[config.mk]
export PLATFORM = sky130hd
export DESIGN_NAME = inst_fetch
export DESIGN_NICKNAME = d
export VERILOG_FILES = /design/src/rtl/inst_fetch.sv
export SDC_FILE = /design/constraint.sdc
export NUM_CORES = 1
export LEC_CHECK = 0
export CORE_MARGIN = 2
export CORE_UTILIZATION = 38
export DETAILED_ROUTE_END_ITERATION = 6
export PLACE_DENSITY = 0.71
export REMOVE_ABC_BUFFERS = 1
export SLEW_MARGIN = 15
export SYNTH_ARGS = -nofsm -noshare
export SYNTH_HDL_FRONTEND = slang
export SYNTH_SLANG_ARGS = --single-unit
[constraint.sdc]
create_clock -name if_clk -period 3.6 [get_ports if_clk]
set_input_delay 0.72 -clock if_clk [delete_from_list [all_inputs] [get_ports if_clk]]
set_output_delay 0.72 -clock if_clk [all_outputs]
set_load 0.01 [all_outputs]
[src/rtl/inst_fetch.sv]
// Instruction-fetch reader: takes a PC from the PC stage, checks its alignment and range,
// reads the word from instruction memory and holds it for decode.
module inst_fetch #(
    parameter logic [31:0] BASE_ADDR   = 32'h0040_0000,
    parameter int          DEPTH_WORDS = 1024,
    parameter int          AW          = 10,
    parameter int          TIMEOUT     = 15
) (
    input  logic          if_clk,
    input  logic          rst_n,
    input  logic          if_ena,
    input  logic          flush,
    input  logic          fetch_valid,
    output logic          fetch_ready,
    input  logic [31:0]   pc_addr,
    output logic          mem_req,
    output logic [AW-1:0] mem_addr,
    input  logic          mem_ack,
    input  logic [31:0]   mem_rdata,
    output logic          inst_valid,
    input  logic          inst_ready,
    output logic [31:0]   inst,
    output logic [31:0]   inst_pc,
    output logic [1:0]    inst_err
);

    localparam logic [1:0] S_IDLE  = 2'd0;
    localparam logic [1:0] S_REQ   = 2'd1;
    localparam logic [1:0] S_DRAIN = 2'd2;
    localparam logic [1:0] S_HOLD  = 2'd3;

    localparam logic [1:0] ERR_OK      = 2'b00;
    localparam logic [1:0] ERR_ALIGN   = 2'b01;
    localparam logic [1:0] ERR_RANGE   = 2'b10;
    localparam logic [1:0] ERR_TIMEOUT = 2'b11;

    // 33-bit bounds so a window ending at 4 GiB cannot wrap around.
    localparam logic [32:0] LO_BOUND = {1'b0, BASE_ADDR};
    localparam logic [32:0] HI_BOUND = LO_BOUND + 33'(DEPTH_WORDS) * 33'd4;

    logic [1:0]    r_state;
    logic          r_mem_req;
    logic [AW-1:0] r_mem_addr;
    logic          r_inst_valid;
    logic [31:0]   r_inst;
    logic [31:0]   r_inst_pc;
    logic [1:0]    r_inst_err;
    logic [7:0]    r_cnt;

    logic          w_accept;
    logic          w_in_range;
    logic          w_timeout;

    assign fetch_ready = (r_state == S_IDLE) & if_ena & ~flush;
    assign w_accept    = fetch_valid & fetch_ready;
    assign w_in_range  = ({1'b0, pc_addr} >= LO_BOUND) && ({1'b0, pc_addr} < HI_BOUND);
    assign w_timeout   = (r_cnt == 8'(TIMEOUT - 1));

    assign mem_req    = r_mem_req;
    assign mem_addr   = r_mem_addr;
    assign inst_valid = r_inst_valid;
    assign inst       = r_inst;
    assign inst_pc    = r_inst_pc;
    assign inst_err   = r_inst_err;

    // NOTE: reset is sampled on the clock edge like any other input, and all state uses <=
    // so every register sees the pre-edge values of its neighbours.
    always_ff @(posedge if_clk) begin
        if (!rst_n) begin
            r_state      <= S_IDLE;
            r_mem_req    <= 1'b0;
            r_mem_addr   <= '0;
            r_inst_valid <= 1'b0;
            r_inst       <= 32'h0;
            r_inst_pc    <= 32'h0;
            r_inst_err   <= ERR_OK;
            r_cnt        <= 8'd0;
        end else if (if_ena) begin
            case (r_state)
                S_IDLE: begin
                    if (w_accept) begin
                        r_inst_pc <= pc_addr;
                        if (pc_addr[1:0] != 2'b00) begin
                            r_inst       <= 32'h0;
                            r_inst_err   <= ERR_ALIGN;
                            r_inst_valid <= 1'b1;
                            r_state      <= S_HOLD;
                        end else if (!w_in_range) begin
                            r_inst       <= 32'h0;
                            r_inst_err   <= ERR_RANGE;
                            r_inst_valid <= 1'b1;
                            r_state      <= S_HOLD;
                        end else begin
                            r_mem_addr <= AW'((pc_addr - BASE_ADDR) >> 2);
                            r_cnt      <= 8'd0;
                            r_mem_req  <= 1'b1;
                            r_state    <= S_REQ;
                        end
                    end
                end
                S_REQ: begin
                    if (mem_ack) begin
                        r_mem_req <= 1'b0;
                        if (flush) begin
                            r_state <= S_IDLE;
                        end else begin
                            r_inst       <= mem_rdata;
                            r_inst_err   <= ERR_OK;
                            r_inst_valid <= 1'b1;
                            r_state      <= S_HOLD;
                        end
                    end else if (w_timeout) begin
                        // A flush arriving on the timeout cycle just discards the error.
                        r_mem_req <= 1'b0;
                        if (flush) begin
                            r_state <= S_IDLE;
                        end else begin
                            r_inst       <= 32'h0;
                            r_inst_err   <= ERR_TIMEOUT;
                            r_inst_valid <= 1'b1;
                            r_state      <= S_HOLD;
                        end
                    end else begin
                        r_cnt <= r_cnt + 8'd1;
                        if (flush) begin
                            r_state <= S_DRAIN;
                        end
                    end
                end
                S_DRAIN: begin
                    // Keep requesting until memory answers or gives up; the word is dropped.
                    if (mem_ack || w_timeout) begin
                        r_mem_req <= 1'b0;
                        r_state   <= S_IDLE;
                    end else begin
                        r_cnt <= r_cnt + 8'd1;
                    end
                end
                default: begin
                    if (flush || inst_ready) begin
                        r_inst_valid <= 1'b0;
                        r_state      <= S_IDLE;
                    end
                end
            endcase
        end
    end

endmodule
==> flow_summary.yaml, run 1 <==
sta:
  final_hold_viol_count: 0
  period_minus_slack_ps: 2765
  finalSetupTns_ps: 0
  min_period_over_period: 0.7680
  finalMaxSlewViolations: 0
  fmax_mhz: 361.7
  finalSetupViolCount: 0
  slew_headroom: 0.6586
  worst_slew_pin_slew_ps: 507.5
  grt_setup_unrepaired: "no"
  fin_skew_ps: 11.48
setup_path:
  required_ps: 2880
  cp.arrival_ps: 2040
  path_max_fanout: 7
  endpoint_kind: "output pin"
  startpoint_type: "input pin"
  rr_worst_depth: 6
  r2r-end: "r_cnt[2]$_SDFFE_PN0P_"
  reg2reg_slack_ps: 1520
  worst-setup-path-type: "input pin to output pin"
  timing.rr.start: "r_state[1]$_SDFFE_PN0P_"
grt:
  grt_max_degree: 51
  grt_pass1_vias: 3455
  overflow: 0
  grt_pass1_wl_um: 16660
  antenna_found_initial: 0
  grtUsageTotal: 0.1885
synthesis:
  netlist_top_cells_area: "dfxtp_1 47%, nand2_1 14%, mux2i_1 12%"
  syn_area_um2: 3771
  synth-async-reset-ratio: 0
  synth_edf_count: 0
  ys.flop_type: "dfxtp_1"
  avgSynthCellArea_um2: 8.571
  synth.largest_area_cell: "dfxtp_1"
  ys_warn_count: 0
  synth-seq-area-share: 0.4672
  ys_types: 47
  post-synth-top-area-fraction: 0.4672
  synthCells: 440
  ys_ff_latch: 88
final_layout:
  drive_gt1_frac: 0.05190
  seq_area_um2: 1762
  syn2layout_area_growth_pct: 46.38
  multi_input_area_um2: 1803
  mostFrequentLayoutCell: "clkdlybuf4s50_1"
  num_antenna_cells: 0
  final_cell_mix: "149 x clkdlybuf4s50_1, 143 x nand2_1, 88 x dfxtp_1"
  fillers: 888
  utilization: 0.5700
  nNetsFinal: 653
  instances_no_fill: 711
power:
  powerDensity_nw_per_um2: 387.0
  seq_power_share: 0.475
  switchingPower_mw: 0.5407
  p_clk_frac: 0.340
  combPwrFrac: 0.185
  p_leak_nw: 2.077
  p_sw_frac: 0.2531
  p_int_mw: 1.595
  peakVddDrop_uv: 212.9
routing:
  first_pass_iters: 4
  drt-vias-per-instance: 4.949
  vias: 3519
  ant_nets: 0
  drc_errors: 0
  wl_per_cell_um: 14.06
  drt-initial-drc-count: 267
  wirelength_um: 9997
floorplanning:
  core_um2: 9684
  start_util: 0.3894
  die_h_um: 103.6
  die-area_um2: 10740
  io_pins: 150
  rows: 36
  die_x_um: 103.6
clock_tree:
  cts_buffer_depth: 2
  tritoncts: "built"
  clk_pin_slew_ps: 80
  clock_tree.root_cell: "clkbuf_8"
  insertion_delay_ps: 350
  cts_buffers: 9
  cts_num_sinks: 88
  post_cts_buffers: 0
  htree_levels: 3
  cts_hold_buf: 0
  cts_resized: 0
status:
  outcome: "completed"
placed_design:
  place_inst: 698
  gp_congestion: 0.8847
  hpwlAfterDp_um: 7240
  io_buffers: 149
worst_hold_path:
  hp-class: "flip-flop to flip-flop"
  hp-start: "inst[19]$_SDFFE_PN0P_"
  hold_depth: 2
  min_to: "inst[19]$_SDFFE_PN0P_"
run:
  drv_cap: 0
metal layers:
layer | global-route usage | wire [um]
met5 | 0 | 0
met4 | 0.06853 | 155
met3 | 0.06104 | 818
met2 | 0.3117 | 4515
met1 | 0.2300 | 4509
state kept, by name, summed over array words and instances (netlist names):
register and flops:
inst_err 2, inst_valid 1, inst_pc 32, r_cnt 8
inst 32, mem_addr 10, r_state 2, mem_req 1
cells by family after synthesis:
logic type,Yosys count,synth area share
adders and majority gates,6,0.01991
AOI/OAI and AO/OA,65,0.1118
DFF,88,0.4672
buffers and inverters,38,0.05707
and+or+nand+nor,198,0.2246
muxes,45,0.1194
synthesized netlist by cell type (all sizes together), types with 2 or more instances:
master / instances
dfxtp: 88
nand3: 8
nand2b: 3
clkbuf: 18
mux2i: 45
buf: 13
a32o: 5
and2: 3
nand3b: 2
nor2b: 2
nand2: 143
inv: 7
ha: 6
a21oi: 35
nor4: 5
nor2: 16
nand4: 2
o21ai: 7
and3: 2
nor3: 8
a31oi: 4
final cells by class:
type                            instances  area share
Clock inverter                          3     0.01247
Sequential cell                        88      0.3191
Tap cell                              133     0.03015
Inverter                                7    0.004760
Multi-Input combinational cell        314      0.3266
Clock buffer                           10     0.02493
Timing Repair Buffer                  156      0.2820
critical path: stages:
cell and delay (ps):
clkdlybuf4s50_1 500, and3b_1 280, clkdlybuf4s50_1 550
worst max-delay path by stage:
stage / start / endpoint / slack [ps] / depth (start not counted)
4_1_cts: flush / fetch_ready / 830 / 3
6_report: flush / fetch_ready / 840 / 3
3_3_place_gp: pc_addr[27] / r_cnt[2]$_SDFFE_PN0P_ / 840 / 6
2_1_floorplan: flush / mem_addr[0]$_SDFFE_PN0P_ / 510 / 5
3_5_place_dp: pc_addr[27] / inst[30]$_SDFFE_PN0P_ / 770 / 7
5_1_grt: flush / fetch_ready / 770 / 3
stage by stage:
| stage | total power, mW | setup slack, ps | hold WS [ps] | area [um^2] |
|---|---|---|---|---|
| 6_report | 2.136 | 835.1 | 456.3 | 5520 |
| 5_1_grt | 2.238 | 766.6 | 476.7 | 5520 |
| 3_3_place_gp | 1.427 | 843.6 | 441.3 | 5314 |
| 4_1_cts | 2.161 | 831.0 | 459.8 | 5520 |
| 3_5_place_dp | 1.432 | 768.8 | 448.4 | 5314 |
| 2_1_floorplan | 1.232 | 509.0 | 479.5 | 3582 |
power by group through the flow:
stage | Combinational (mW) | Clock [mW] | Sequential, mW
floorplan | 0.184 | 0 | 1.05
global placement | 0.390 | 0 | 1.04
detailed placement | 0.394 | 0 | 1.04
CTS | 0.396 | 0.749 | 1.02
global route | 0.430 | 0.789 | 1.02
finish | 0.395 | 0.726 | 1.02
(Power assumes the default switching activity.)
==> run 2: changes to the inputs <==
==> constraint.sdc (replaced) <==
create_clock -name if_clk -period 2.64 [get_ports if_clk]
set_input_delay 0.528 -clock if_clk [delete_from_list [all_inputs] [get_ports if_clk]]
set_output_delay 0.528 -clock if_clk [all_outputs]
set_load 0.01 [all_outputs]
==> flow_summary.yaml, run 2 (synthesis results as in run 1) <==
power:
  peakVddDrop_uv: 213.0
  seq_power_share: 0.475
  p_leak_nw: 2.077
  powerDensity_nw_per_um2: 526.0
  p_int_mw: 2.161
  p_sw_frac: 0.2579
  p_clk_frac: 0.339
  switchingPower_mw: 0.7509
  combPwrFrac: 0.185
setup_path:
  r2r-end: "inst[22]$_SDFFE_PN0P_"
  required_ps: 2110
  endpoint_kind: "output pin"
  path_max_fanout: 9
  cp_slowest_cell: "clkdlybuf4s50_1"
  cp.arrival_ps: 1930
  rr_worst_depth: 7
  crit_chain: "inv_1, ha_1, and3b_1, clkdlybuf4s50_1"
  worst-path-buf-inv: 2
  timing.rr.start: "r_state[0]$_SDFFE_PN0P_"
  max_stage_delay_ps: 550
  startpoint_type: "flip-flop"
  worst-setup-path-type: "flip-flop to output pin"
  reg2reg_slack_ps: 530
  path_delay_family: "buffers and inverters"
final_layout:
  drive_gt1_frac: 0.05164
  postLayoutCellArea_um2: 5537
  multi_input_area_um2: 1803
  seq_area_um2: 1762
  fillers: 909
  num_antenna_cells: 0
  mostFrequentLayoutCell: "clkdlybuf4s50_1"
  nNetsFinal: 654
  syn2layout_area_growth_pct: 46.81
  final_cell_mix: "149 x clkdlybuf4s50_1, 143 x nand2_1, 88 x dfxtp_1"
routing:
  drt-vias-per-instance: 4.944
  wl_met1_um: 4659
  wl_met2_um: 4592
  drt-initial-drc-count: 199
  highest_layer: "met4"
  first_pass_iters: 4
  ant_nets: 0
  drc_errors: 0
  wirelength_um: 10160
  wl_per_cell_um: 14.23
  routed-wl-met3_um: 799
  vias: 3530
sta:
  worst_slew_pin_slew_ps: 530.1
  fin_skew_ps: 7.510
  fmax_mhz: 407.3
  finalMaxSlewViolations: 0
  slew_headroom: 0.6466
  finalSetupViolCount: 0
  grt_setup_unrepaired: "no"
  finalWorstSetupSlack_ps: 184.6
  period_minus_slack_ps: 2455
  min_period_over_period: 0.9301
  final_hold_viol_count: 0
placed_design:
  io_buffers: 149
  pre_cts_ws_ps: -30.48
  hpwlAfterDp_um: 7208
  dpl_cell_area_um2: 5334
  gp_congestion: 0.8167
grt:
  grt_max_degree: 51
  grt_pass1_vias: 3424
  grtUsageTotal: 0.1882
  grt_pass1_wl_um: 16670
  overflow: 0
  antenna_found_initial: 0
floorplanning:
  start_util: 0.3894
  io_pins: 150
  core_um2: 9684
  rows: 36
  die-area_um2: 10740
  die_h_um: 103.6
  die_x_um: 103.6
clock_tree:
  cts_num_sinks: 88
  clock_tree.root_cell: "clkbuf_8"
  cts_buffers: 9
  insertion_delay_ps: 350
  post_cts_buffers: 0
  tritoncts: "built"
  cts_buffer_depth: 2
  clk_pin_slew_ps: 90
  cts_resized: 0
  htree_levels: 3
  cts_hold_buf: 0
status:
  outcome: "completed"
worst_hold_path:
  hold_depth: 2
  hp-start: "inst_pc[7]$_SDFFE_PN0P_"
  min_to: "inst_pc[7]$_SDFFE_PN0P_"
  hp-class: "flip-flop to flip-flop"
run:
  drv_cap: 0
-- run 2: changes by cell type in the layout (fill, tap and decap cells not counted) --
cell,change
clkinvlp_4,+1
buf_12,+1
clkinv_4,-1
clkbuf_1,+3
clkbuf_8,-1
-- run 2: per-stage QoR --
stage / utilization / std cells / total power [mW] / hold slack, ps / setup TNS [ps]
finish: 0.5717 / 714 / 2.912 / 454.5 / 0
global placement: 0.5508 / 699 / 1.944 / 442.0 / 0
floorplan: - / 409 / 1.681 / 479.5 / -3836
global route: 0.5717 / 714 / 3.037 / 471.4 / 0
CTS: 0.5717 / 714 / 2.940 / 458.1 / 0
detailed placement: 0.5508 / 699 / 1.951 / 446.8 / -30.48
-- run 2: worst max-delay path by stage --
stage,startpoint,endpoint,slack [ps],cells past startpoint
after floorplan,r_state[0]$_SDFFE_PN0P_,mem_addr[0]$_SDFFE_PN0P_,-380,7
after global placement,pc_addr[27],inst[11]$_SDFFE_PN0P_,50,8
after detailed placement,pc_addr[20],r_cnt[2]$_SDFFE_PN0P_,-30,6
after CTS,r_state[0]$_SDFFE_PN0P_,fetch_ready,180,4
after global routing,r_state[0]$_SDFFE_PN0P_,fetch_ready,70,4
final,r_state[0]$_SDFFE_PN0P_,fetch_ready,180,4
-- run 2: final cells by class --
| class | count | area share |
|---|---|---|
| clock inverter | 3 | 0.01220 |
| timing repair buffer | 157 | 0.2847 |
| clock buffer | 12 | 0.02441 |
| sequential | 88 | 0.3182 |
| multi-input combinational | 314 | 0.3256 |
| tap | 133 | 0.03006 |
| inverter | 7 | 0.004746 |
-- run 2: power groups by stage --
| stage | combinational [mW] | sequential [mW] | clock (mW) |
|---|---|---|---|
| detailed placement | 0.535 | 1.42 | 0 |
| floorplan | 0.251 | 1.43 | 0 |
| global placement | 0.529 | 1.41 | 0 |
| finish | 0.540 | 1.38 | 0.988 |
| CTS | 0.539 | 1.39 | 1.02 |
| global route | 0.584 | 1.39 | 1.06 |
-- run 2: per-layer routing --
metal,global-route usage,vias up
met5,0,-
met1,0.2331,1628
li1,-,1757
met4,0.05212,0
met2,0.3132,134
met3,0.06356,11
-- run 2: tightest hold or removal path, delay by kind of cell (launching register included) --
kind,cells,cell delay [ps]
flops,1,310
simple gates,1,50
compound gates,1,50
